<file path="config.mk">
export PLATFORM = sky130hd
export DESIGN_NAME = aib_rstseq_ctrl
export DESIGN_NICKNAME = d
export VERILOG_FILES = /design/src/rtl/aib_rstseq_pkg.sv /design/src/rtl/aib_rstseq_dncnt.sv /design/src/rtl/aib_rstseq_ctrl.sv
export SDC_FILE = /design/constraint.sdc
export NUM_CORES = 1
export LEC_CHECK = 0
export ABC_AREA = 1
export BUFFER_PORTS_ARGS = -buffer_cell sky130_fd_sc_hd__buf_4
export CORE_MARGIN = 4
export CORE_UTILIZATION = 40
export CTS_BUF_LIST = sky130_fd_sc_hd__clkbuf_4
export DETAILED_ROUTE_END_ITERATION = 8
export SYNTH_ARGS = -nofsm -noshare
export SYNTH_HDL_FRONTEND = slang
export SYNTH_SLANG_ARGS = --single-unit
</file>
<file path="constraint.sdc">
create_clock -name clk -period 2.06 [get_ports clk]
set_clock_uncertainty 0.05 [all_clocks]
set_input_delay 0.618 -clock clk [delete_from_list [all_inputs] [get_ports clk]]
set_output_delay 0.618 -clock clk [all_outputs]
set_load 0.05 [all_outputs]
</file>
<file path="src/rtl/aib_rstseq_pkg.sv">
// Shared types and default parameters for the AIB adapter reset-release sequencer.
package aib_rstseq_pkg;

    localparam int unsigned NUM_STAGES_DEF = 4;
    localparam int unsigned CNT_WIDTH_DEF  = 8;
    localparam int unsigned ACK_TMO_DEF    = 255;

    typedef enum logic [2:0] {
        ST_HOLD     = 3'd0,
        ST_DELAY    = 3'd1,
        ST_WAIT_ACK = 3'd2,
        ST_DONE     = 3'd3,
        ST_ERR      = 3'd4
    } seq_state_t;

endpackage

</file>
<file path="src/rtl/aib_rstseq_dncnt.sv">
// Loadable saturating down-counter; load wins over dec, zero_c flags an empty count.
module aib_rstseq_dncnt
    import aib_rstseq_pkg::*;
#(
    parameter int unsigned CNT_WIDTH = CNT_WIDTH_DEF
) (
    input  logic                 clk,
    input  logic                 rst,
    input  logic                 load,
    input  logic [CNT_WIDTH-1:0] load_val,
    input  logic                 dec,
    output logic                 zero_c
);

    logic [CNT_WIDTH-1:0] cnt;

    always_ff @(posedge clk) begin
        if (rst) begin
            cnt <= '0;
        end else if (load) begin
            cnt <= load_val;
        end else if (dec && (cnt != '0)) begin
            cnt <= cnt - CNT_WIDTH'(1);
        end
    end

    assign zero_c = (cnt == '0);

endmodule

</file>
<file path="src/rtl/aib_rstseq_ctrl.sv">
// Releases the downstream domain resets one at a time, waiting for each domain's ack,
// with a programmable inter-stage delay and a per-stage ack timeout.
module aib_rstseq_ctrl
    import aib_rstseq_pkg::*;
#(
    parameter int unsigned NUM_STAGES = NUM_STAGES_DEF,
    parameter int unsigned CNT_WIDTH  = CNT_WIDTH_DEF,
    parameter int unsigned ACK_TMO    = ACK_TMO_DEF
) (
    input  logic                  clk,
    input  logic                  rst,
    input  logic                  hold_sync,
    input  logic [CNT_WIDTH-1:0]  cfg_dly,
    input  logic [NUM_STAGES-1:0] stage_ack,
    output logic [NUM_STAGES-1:0] stage_rst,
    output logic                  seq_done,
    output logic                  seq_err,
    output logic [2:0]            seq_state
);

    localparam int unsigned          IDX_W    = (NUM_STAGES > 1) ? $clog2(NUM_STAGES) : 1;
    localparam logic [IDX_W-1:0]     LAST_IDX = IDX_W'(NUM_STAGES - 1);
    localparam logic [CNT_WIDTH-1:0] TMO_LOAD = CNT_WIDTH'(ACK_TMO);
    localparam bit                   TMO_EN   = (ACK_TMO != 0);

    seq_state_t       state;
    logic [IDX_W-1:0] idx;

    logic ack_cur_c;
    logic all_ack_c;
    logic dly_load_c;
    logic dly_dec_c;
    logic dly_zero_c;
    logic tmo_load_c;
    logic tmo_dec_c;
    logic tmo_zero_c;

    assign ack_cur_c = stage_ack[idx];
    assign all_ack_c = &stage_ack;
    assign seq_state = state;

    // Counter controls; hold_sync suppresses all counter activity.
    always_comb begin
        dly_load_c = 1'b0;
        dly_dec_c  = 1'b0;
        tmo_load_c = 1'b0;
        tmo_dec_c  = 1'b0;
        if (!hold_sync) begin
            case (state)
                ST_HOLD: dly_load_c = 1'b1;
                ST_DELAY: begin
                    if (dly_zero_c) tmo_load_c = 1'b1;
                    else            dly_dec_c  = 1'b1;
                end
                ST_WAIT_ACK: begin
                    if (ack_cur_c) begin
                        if (idx != LAST_IDX) dly_load_c = 1'b1;
                    end else if (TMO_EN && !tmo_zero_c) begin
                        tmo_dec_c = 1'b1;
                    end
                end
                default: ;
            endcase
        end
    end

    aib_rstseq_dncnt #(.CNT_WIDTH(CNT_WIDTH)) u_dly_cnt (
        .clk      (clk),
        .rst      (rst),
        .load     (dly_load_c),
        .load_val (cfg_dly),
        .dec      (dly_dec_c),
        .zero_c   (dly_zero_c)
    );

    aib_rstseq_dncnt #(.CNT_WIDTH(CNT_WIDTH)) u_tmo_cnt (
        .clk      (clk),
        .rst      (rst),
        .load     (tmo_load_c),
        .load_val (TMO_LOAD),
        .dec      (tmo_dec_c),
        .zero_c   (tmo_zero_c)
    );

    // Sequencer FSM with registered outputs; hold_sync overrides every state.
    always_ff @(posedge clk) begin
        if (rst || hold_sync) begin
            state     <= ST_HOLD;
            idx       <= '0;
            stage_rst <= '1;
            seq_done  <= 1'b0;
            seq_err   <= 1'b0;
        end else begin
            case (state)
                ST_HOLD: state <= ST_DELAY;
                ST_DELAY: begin
                    if (dly_zero_c) begin
                        stage_rst[idx] <= 1'b0;
                        state          <= ST_WAIT_ACK;
                    end
                end
                ST_WAIT_ACK: begin
                    if (ack_cur_c) begin
                        if (idx == LAST_IDX) begin
                            state    <= ST_DONE;
                            seq_done <= 1'b1;
                        end else begin
                            idx   <= idx + IDX_W'(1);
                            state <= ST_DELAY;
                        end
                    end else if (TMO_EN && tmo_zero_c) begin
                        state     <= ST_ERR;
                        seq_err   <= 1'b1;
                        seq_done  <= 1'b0;
                        stage_rst <= '1;
                    end
                end
                ST_DONE: begin
                    if (!all_ack_c) begin
                        state     <= ST_ERR;
                        seq_err   <= 1'b1;
                        seq_done  <= 1'b0;
                        stage_rst <= '1;
                    end
                end
                ST_ERR: begin
                    seq_err   <= 1'b1;
                    seq_done  <= 1'b0;
                    stage_rst <= '1;
                end
                default: begin
                    state     <= ST_ERR;
                    seq_err   <= 1'b1;
                    seq_done  <= 1'b0;
                    stage_rst <= '1;
                end
            endcase
        end
    end

endmodule

</file>
==> results of run 1 <==
## final timing paths
check	slack, ns	cells past startpoint	to	startpoint
min	0.41	2	seq_err	seq_err
max	0.31	1	seq_state[2]	seq_state[2]
max reg2reg	0.35	9	stage_rst[3]	u_tmo_cnt.cnt[0]
min reg2reg	0.41	2	seq_err	seq_err
## synth_stat cells, types with 3 or more instances
cell type,n,area share (%)
sky130_fd_sc_hd__o21ai_0,4,1.1
sky130_fd_sc_hd__inv_1,22,4.6
sky130_fd_sc_hd__a21oi_2,5,2.4
sky130_fd_sc_hd__nor2_1,20,4.2
sky130_fd_sc_hd__a21oi_1,11,3.1
sky130_fd_sc_hd__nand2_2,12,4.2
sky130_fd_sc_hd__nor2_4,3,1.9
sky130_fd_sc_hd__ha_1,7,4.9
sky130_fd_sc_hd__nand2_1,50,10
sky130_fd_sc_hd__nand3b_1,4,1.7
sky130_fd_sc_hd__or2_2,3,1.0
sky130_fd_sc_hd__nor2_2,3,1.0
sky130_fd_sc_hd__xor2_1,5,2.4
sky130_fd_sc_hd__xnor2_1,5,2.4
sky130_fd_sc_hd__inv_2,4,0.84
sky130_fd_sc_hd__nand2_4,4,2.5
sky130_fd_sc_hd__nand4_1,4,1.4
sky130_fd_sc_hd__nand3_1,29,8.1
sky130_fd_sc_hd__dfxtp_1,27,30
## cell type report
class                           instances  share of cell area (%)
Multi-Input combinational cell        185                    55.2
Sequential cell                        27                    26.6
Timing Repair Buffer                   24                    8.86
Inverter                               26                    4.80
Tap cell                               52                    3.20
Clock buffer                            3                    1.11
Clock inverter                          1                   0.246
## metrics by stage
step	setup WS, ns	power [mW]	hold slack, ns	std cells	instance area [sq um]
after floorplan	0.308	0.905	0.431	241	1790
after global placement	0.219	0.985	0.391	314	2010
after detailed placement	0.200	0.987	0.398	314	2010
after CTS	0.294	1.24	0.419	318	2030
after global routing	0.157	1.31	0.437	318	2030
final	0.311	1.22	0.413	318	2030
## state kept, by name (all words and copies together) (netlist names)
register and count:
seq_done 1, seq_err 1, idx 2, u_dly_cnt.cnt 8, stage_rst 4, u_tmo_cnt.cnt 8
seq_state 3
## power by group
part,internal [mW],switching (mW)
clock network,0.0730,0.177
logic,0.155,0.231
registers,0.553,0.0336
## worst min-delay path, cell delays in order, from the launching register on
cell and delay [ns]:
sky130_fd_sc_hd__dfxtp_1 0.34, sky130_fd_sc_hd__inv_1 0.05, sky130_fd_sc_hd__a21oi_1 0.05
## metal layers
metal	vias up	routed length [um]	global-route usage, %
met5	-	0	0
met4	0	24	4.15
met3	2	124	2.14
met2	18	1690	22.8
met1	671	1870	19.8
li1	831	-	-
## kinds of logic (layout without fill, tap and decap cells)
group	count (synthesis)	in the layout	share of synthesized area, %
xor+xnor	10	10	4.89
simple gates	143	143	44.6
fa+ha+maj	7	7	4.89
compound gates	25	25	8.32
flops	27	27	30.2
buf+inv	29	54	7.06
==> flow_summary.json, run 1 <==
{
  "outcome": "complete, no violations",
  "routed_via_density": 4.79,
  "yosysWarningCount": 0,
  "power_per_cell_area_mw_per_mm2": 601,
  "timing.hold.worst.class": "flop to flop",
  "detail_route.iter0.violations": 42,
  "drt_pass1_iterations": 4,
  "route.detailed.wl_per_inst_um": 11.7,
  "cts-resized-gates": 0,
  "timing.critical_path.buf_inv": 1,
  "leakagePower_nw": 0.921,
  "drt-total-wl_um": 3720,
  "final_layout_size_suffix_gt1_share_pct": 26.3,
  "finalCriticalPeriod_ns": 1.75,
  "grt.overflow.total": 0,
  "finalCoreUtilization_pct": 46.7,
  "mappedNetlistArea_sq_mm": 0.00179,
  "post-cts-setup-buffers": 0,
  "crit_arrival_ns": 1.08,
  "cap_viol_max_count": 0,
  "dp_hpwl_um": 2840,
  "place.gp.congestion": 0.827,
  "timing.setup.tns_ns": 0,
  "cts_hold_repair.buffers": 0,
  "placeableCoreArea_sq_mm": 0.00435,
  "cts_tree": "done",
  "post_synth.cell_area_avg_sq_um": 7.42,
  "cell_with_the_biggest_individual_delay_on_the_critical_path": "sky130_fd_sc_hd__dfxtp_1",
  "timing_hold_violations_final": 0,
  "drv_slew": 0,
  "fmaxAchievable_ghz": 0.572,
  "antenna_violations_before_repair": 0,
  "timing.critical_path.slowest_cell_delay_ns": 0.50,
  "numCtsBuffers": 3,
  "final-seq-area_sq_um": 541,
  "timing.critical_path.fanout_max": 6,
  "crit_family": "flip-flops",
  "grt_first_pass_wirelength_um": 6200,
  "grt_pass1_vias": 1399,
  "remaining_drcs": 0,
  "setup_violation_total_in_the_final_timing_report": 0,
  "htreeDepth": 1,
  "synth.ff_latch_count": 27,
  "insertion_delay_ns": 0.34,
  "ctsLongestPathBuffers": 2,
  "flow.area_growth_from_synthesis_pct": 13.6,
  "worst_slew_slack_as_a_fraction_of_its_limit_pct": 76.8,
  "max-vdd-ir-drop_mv": 0.234,
  "antennaDiodeCount": 0,
  "syn_inst": 241,
  "initial_core_util_pct": 41.1,
  "most-common-layout-cells": "50 x sky130_fd_sc_hd__nand2_1, 29 x sky130_fd_sc_hd__nand3_1, 27 x sky130_fd_sc_hd__dfxtp_1",
  "track_usage_pct": 14.2,
  "fill_cells": 465,
  "crit_type": "flop to output port",
  "routed-via-count": 1522,
  "cts.root.buffer_cell": "sky130_fd_sc_hd__clkbuf_4",
  "synth_enable_flop_cells": 0,
  "antenna_left": 0,
  "synth.yosys.seq_area_share_pct": 30.2,
  "grt_start_max_net_pins": 16,
  "synthesis.nets": 263,
  "timing.critical_path.cells": "buf_4",
  "critPathCaptureType": "output port",
  "placement.io_buffers": 23,
  "cp_data_required_time_ns": 1.39,
  "worst_setup_path_start_kind": "flop",
  "die_width_um": 74.9,
  "finish.net_count": 289,
  "fp.dieH_um": 74.9,
  "clk_pin_slew_ns": 0.15,
  "floorplan.die_area_sq_mm": 0.00561,
  "async_sr_flop_fraction_pct": 0,
  "clkSinkCount": 27,
  "synth_top_flop_cell": "sky130_fd_sc_hd__dfxtp_1",
  "boundaryPins": 24,
  "max_slew.worst_pin.slew_ns": 0.347,
  "multi_input_combinational_cell_area_sq_mm": 0.00112,
  "fp-row-count": 24,
  "ys_types": 33,
  "grt_setup_unrepaired": "false",
  "mostFrequentLayoutCell": "sky130_fd_sc_hd__nand2_1",
  "fin_crit_sh_pct": 84.9
}
(Power assumes the default switching activity.)
==> run 2: changes to the inputs <==
==> constraint.sdc (replaced) <==
create_clock -name clk -period 1.45 [get_ports clk]
set_clock_uncertainty 0.05 [all_clocks]
set_input_delay 0.435 -clock clk [delete_from_list [all_inputs] [get_ports clk]]
set_output_delay 0.435 -clock clk [all_outputs]
set_load 0.05 [all_outputs]
==> run 2 against run 1 <==
Effect of this change: the run now ends with setup timing left; first-iteration DRC count grew 43%; sequential power grew 41%; sequential cell count is the same; cell count grew 15%; combinational power grew 100%; final area grew 28%; die area is the same; global-route usage grew 2.7 points; hold slack lost 0.18 ns.
==> flow_summary.json, run 2 (same netlist as run 1, synthesis figures left out) <==
{
  "setup_ws_final_ns": -0.0731,
  "fp.dieH_um": 74.9,
  "grt_first_pass_wirelength_um": 7500,
  "fin_crit_sh_pct": 105,
  "boundaryPins": 24,
  "cts_hold_repair.buffers": 0,
  "detail_route.iter0.violations": 60,
  "antenna_left": 0,
  "report.power.total_mw": 1.96,
  "die_width_um": 74.9,
  "timing.critical_path.fanout_max": 4,
  "final_layout_size_suffix_gt1_share_pct": 48.1,
  "antenna_violations_before_repair": 0,
  "fmaxAchievable_ghz": 0.657,
  "antennaDiodeCount": 0,
  "placement.io_buffers": 23,
  "clk_pin_slew_ns": 0.17,
  "cts_tree": "done",
  "critPathCaptureType": "flop",
  "timing.setup.tns_ns": -0.576,
  "violations": "setup timing",
  "power_per_cell_area_mw_per_mm2": 750,
  "remaining_drcs": 0,
  "clkSinkCount": 27,
  "layout_top_registers": "u_dly_cnt.cnt x8, u_tmo_cnt.cnt x8, stage_rst x4",
  "multi_input_combinational_cell_area_sq_mm": 0.00126,
  "crit_arrival_ns": 1.72,
  "fp-row-count": 24,
  "leakagePower_nw": 1.20,
  "place.gp.congestion": 0.835,
  "insertion_delay_ns": 0.34,
  "final-seq-area_sq_um": 562,
  "drt_pass1_iterations": 4,
  "cp_data_required_time_ns": 1.65,
  "grt_pass1_vias": 1675,
  "placed_cell_area_sq_mm": 0.00230,
  "worst_setup_path_start_kind": "flop",
  "drt-total-wl_um": 4380,
  "timing.hold.worst.class": "input port to flop",
  "timing_hold_violations_final": 0,
  "mostFrequentLayoutCell": "sky130_fd_sc_hd__buf_4",
  "whs_ns": 0.234,
  "max-vdd-ir-drop_mv": 0.509,
  "routed-via-count": 1756,
  "setup_violation_total_in_the_final_timing_report": 18,
  "floorplan.die_area_sq_mm": 0.00561,
  "htreeDepth": 1,
  "finish.net_count": 337,
  "numCtsBuffers": 3,
  "grt.overflow.total": 0,
  "post-route-cell-area_sq_mm": 0.00261,
  "crit_type": "flop to flop",
  "cts.root.buffer_cell": "sky130_fd_sc_hd__clkbuf_4",
  "worst_slew_slack_as_a_fraction_of_its_limit_pct": 79.4,
  "drv_slew": 0,
  "cap_viol_max_count": 0,
  "route.detailed.wl_per_inst_um": 12.0,
  "initial_core_util_pct": 41.1,
  "fill_cells": 397,
  "flow.area_growth_from_synthesis_pct": 45.7,
  "max_slew.worst_pin.slew_ns": 0.309,
  "routed_via_density": 4.80,
  "ctsLongestPathBuffers": 2,
  "dp_hpwl_um": 3210,
  "grt_setup_unrepaired": "true",
  "placeableCoreArea_sq_mm": 0.00435,
  "grt_start_max_net_pins": 16,
  "finalCriticalPeriod_ns": 1.52,
  "track_usage_pct": 17.0,
  "outcome": "finished, violations left",
  "most-common-layout-cells": "59 x sky130_fd_sc_hd__buf_4, 45 x sky130_fd_sc_hd__nand2_1, 28 x sky130_fd_sc_hd__nand3_1"
}
[run 2: changes by cell type in the layout (fill, tap and decap cells not counted), moves of 4 or more]
cell	previous run	this run
sky130_fd_sc_hd__buf_4	24	59
sky130_fd_sc_hd__buf_6	0	7
sky130_fd_sc_hd__dfxtp_1	27	18
sky130_fd_sc_hd__dfxtp_2	0	5
sky130_fd_sc_hd__dfxtp_4	0	4
sky130_fd_sc_hd__inv_1	22	15
sky130_fd_sc_hd__inv_2	4	10
sky130_fd_sc_hd__nand2_1	50	45
sky130_fd_sc_hd__nor2_1	20	16
[run 2: power breakdown]
group | internal, mW | switching (mW)
sequential | 0.785 | 0.0405
combinational | 0.367 | 0.414
clock | 0.104 | 0.246
[run 2: critical path, cell delays in order, from the launching register on]
cell and delay (ns):
sky130_fd_sc_hd__dfxtp_2 0.36, sky130_fd_sc_hd__inv_2 0.07, sky130_fd_sc_hd__ha_4 0.14, sky130_fd_sc_hd__nand2_4 0.06, sky130_fd_sc_hd__nor2_4 0.12, sky130_fd_sc_hd__nor2_4 0.06, sky130_fd_sc_hd__nor2_4 0.09, sky130_fd_sc_hd__nand4_1 0.22
sky130_fd_sc_hd__o21ai_1 0.20, sky130_fd_sc_hd__nand2_1 0.07
[run 2: final cells by class]
cell class                 instances  area share, %
clock inverter                     1          0.192
inverter                          26           3.94
timing repair buffer              71           22.7
clock buffer                       3          0.864
sequential                        27           21.6
multi-input combinational        186           48.2
tap                               52           2.50
[run 2: routing by layer]
metal,up-vias,part of all wire (%),track usage [%]
li1,936,-,-
met1,799,49,23.5
met2,17,47,28.6
met3,4,2.6,2.00
met4,0,0.71,2.96
met5,-,0,0
[run 2: final timing paths]
kind | slack (ns) | endpoint | cells after the start | from
worst min-delay path | 0.23 | u_tmo_cnt.cnt[7] | 2 | rst
worst min register to register | 0.42 | seq_err | 2 | seq_err
worst max-delay path | -0.07 | stage_rst[2] | 9 | u_dly_cnt.cnt[0]
worst max register to register | -0.07 | stage_rst[2] | 9 | u_dly_cnt.cnt[0]
[run 2: timing repair]
action	4_1_cts	5_1_grt
gates cloned	1	1
pin swaps	11	7
resized for setup	30	27
hold endpoints to repair	0	0
setup buffers	7	1
setup endpoints to repair	25	31
[run 2: stage by stage]
stage | instances | worst slack [ns] | utilization [%]
global placement | 352 | -0.219 | 52.9
CTS | 364 | -0.0773 | 57.5
finish | 366 | -0.0731 | 59.9
detailed placement | 352 | -0.250 | 52.9
global route | 366 | -0.205 | 59.9
floorplan | 241 | -0.0171 | -
==> run 3: changes to the inputs <==
--- a/config.mk
+++ b/config.mk
@@ -11,6 +11,7 @@
 export CORE_UTILIZATION = 40
 export CTS_BUF_LIST = sky130_fd_sc_hd__clkbuf_4
 export DETAILED_ROUTE_END_ITERATION = 8
+export SKIP_LAST_GASP = 1
 export SYNTH_ARGS = -nofsm -noshare
 export SYNTH_HDL_FRONTEND = slang
 export SYNTH_SLANG_ARGS = --single-unit
==> run 3 against run 2 <==
Effect of this change: the run still ends with setup timing left; final area up 4.4%; via count up 3.0%; global-route usage unchanged; highest routed layer unchanged.
==> flow_summary.json, run 3 (same netlist as run 1, synthesis figures left out) <==
{
  "flow.area_growth_from_synthesis_pct": 52.1,
  "ctsLongestPathBuffers": 2,
  "most-common-layout-cells": "61 x sky130_fd_sc_hd__buf_4, 41 x sky130_fd_sc_hd__nand2_1, 26 x sky130_fd_sc_hd__nand3_1",
  "finalCriticalPeriod_ns": 1.56,
  "outcome": "finished, violations left",
  "antenna_violations_before_repair": 0,
  "power_switching_uw": 739,
  "remaining_drcs": 0,
  "drv_slew": 0,
  "report.power.total_mw": 2.03,
  "cts_hold_repair.buffers": 0,
  "finalCoreUtilization_pct": 62.5,
  "clkPwrFrac_pct": 17.2,
  "grt_start_max_net_pins": 16,
  "insertion_delay_ns": 0.34,
  "power_per_cell_area_mw_per_mm2": 746,
  "worstRegToRegCells": 6,
  "netSwitchingFraction_pct": 36.4,
  "crit_arrival_ns": 1.76,
  "routed-via-count": 1808,
  "worst_setup_path_start_kind": "flop",
  "timing.hold.worst.class": "input port to flop",
  "power_report.internal_total_mw": 1.29,
  "cp_data_required_time_ns": 1.65,
  "timing_hold_violations_final": 0,
  "worst_slew_slack_as_a_fraction_of_its_limit_pct": 75.2,
  "violations": "setup timing",
  "fp-row-count": 24,
  "placeableCoreArea_sq_mm": 0.00435,
  "detail_route.iter0.violations": 66,
  "mostFrequentLayoutCell": "sky130_fd_sc_hd__buf_4",
  "final_layout_size_suffix_gt1_share_pct": 51.4,
  "floorplan.die_area_sq_mm": 0.00561,
  "placement.io_buffers": 23,
  "layout_top_registers": "u_dly_cnt.cnt x8, u_tmo_cnt.cnt x8, stage_rst x4",
  "cap_viol_max_count": 0,
  "leakagePower_nw": 1.26,
  "fp.dieH_um": 74.9,
  "endpoint_of_the_worst_hold_timing_path": "u_tmo_cnt.cnt[6]",
  "track_usage_pct": 17.0,
  "reg2reg_to": "stage_rst[2]",
  "grt_first_pass_wirelength_um": 7500,
  "max-vdd-ir-drop_mv": 0.467,
  "htreeDepth": 1,
  "clk_pin_slew_ns": 0.17,
  "holdCritStartpoint": "rst",
  "drt-total-wl_um": 4560,
  "route.detailed.wl_per_inst_um": 12.2,
  "holdPathStages": 2,
  "fmaxAchievable_ghz": 0.641,
  "antenna_left": 0,
  "grt.overflow.total": 0,
  "seq_power_share_pct": 40.5,
  "setup_ws_final_ns": -0.111,
  "fill_cells": 372,
  "max_slew.worst_pin.slew_ns": 0.372,
  "fin_crit_sh_pct": 108,
  "antennaDiodeCount": 0,
  "timing.critical_path.fanout_max": 4,
  "post-route-cell-area_sq_mm": 0.00272,
  "cts.root.buffer_cell": "sky130_fd_sc_hd__clkbuf_4",
  "routed_via_density": 4.85,
  "dp_hpwl_um": 3210,
  "crit_type": "flop to flop",
  "grt_pass1_vias": 1675,
  "placed_cell_area_sq_mm": 0.00230,
  "cts_tree": "done",
  "numCtsBuffers": 3,
  "setup_violation_total_in_the_final_timing_report": 23,
  "worst_case_register_to_register_setup_slack_ns": -0.11,
  "boundaryPins": 24,
  "critPathCaptureType": "flop",
  "finish.net_count": 344,
  "drt_pass1_iterations": 4,
  "power_frac_comb_pct": 42.4,
  "place.gp.congestion": 0.835,
  "die_width_um": 74.9,
  "clkSinkCount": 27,
  "timing.rr.start": "seq_state[2]",
  "initial_core_util_pct": 41.1,
  "grt_setup_unrepaired": "true"
}
## run 3: changes by cell type in the layout (fill, tap and decap cells not counted), sizes merged
cell and delta:
buf +6, nand2 +1
## run 3: cell type report
type	count	area (sq um)	area share [%]
Timing Repair Buffer	77	657	24.1
Clock buffer	3	22.5	0.828
Clock inverter	1	5.00	0.184
Tap cell	52	65.1	2.39
Inverter	26	108	3.95
Multi-Input combinational cell	187	1300	47.9
Sequential cell	27	562	20.6
## run 3: worst max path at each step
stage          slack [ns]             start                to  depth (start not counted)
6_report            -0.11      seq_state[2]      stage_rst[2]                          6
5_1_grt             -0.23  u_tmo_cnt.cnt[0]  u_tmo_cnt.cnt[1]                         14
4_1_cts             -0.08  u_tmo_cnt.cnt[0]      stage_rst[2]                          9
3_5_place_dp        -0.25      stage_ack[1]      stage_rst[2]                          8
3_3_place_gp        -0.22      stage_ack[1]      stage_rst[2]                          8
2_1_floorplan       -0.02  u_dly_cnt.cnt[0]      stage_rst[0]                          9
## run 3: through the flow
| stage | setup slack, ns | TNS (ns) | cells | hold WS (ns) |
|---|---|---|---|---|
| after floorplan | -0.0171 | -0.0583 | 241 | 0.431 |
| after global placement | -0.219 | -2.89 | 352 | 0.396 |
| after detailed placement | -0.250 | -3.12 | 352 | 0.395 |
| after CTS | -0.0779 | -0.570 | 364 | 0.226 |
| after global routing | -0.230 | -4.20 | 373 | 0.208 |
| final | -0.111 | -1.45 | 373 | 0.231 |
## run 3: worst max-delay path: stages (launching register included)
cell                      delay (ns)
sky130_fd_sc_hd__dfxtp_4        0.42
sky130_fd_sc_hd__buf_12         0.11
sky130_fd_sc_hd__nor2_1         0.04
sky130_fd_sc_hd__nand2_1        0.28
sky130_fd_sc_hd__nand4_1        0.30
sky130_fd_sc_hd__o21ai_1        0.20
sky130_fd_sc_hd__nand2_1        0.07
## run 3: repair_timing
item	in CTS	in global routing
endpoints found under the setup margin	25	31
setup buffers	7	7
gates cloned	1	2
gates resized for setup	29	39
pin swaps	11	17
## run 3: per-layer routing
metal	track usage [%]	routed length, um	vias to the layer above
met5	0	0	-
met4	2.96	34	0
met3	2.00	126	6
met2	28.6	2180	25
met1	23.5	2220	823
li1	-	-	954
## run 3: power by group through the flow
stage	Sequential, mW	Clock, mW	Combinational [mW]
detailed placement	0.832	0	0.676
CTS	0.818	0.358	0.744
global placement	0.832	0	0.673
finish	0.821	0.348	0.860
global route	0.827	0.399	0.943
floorplan	0.867	0	0.419
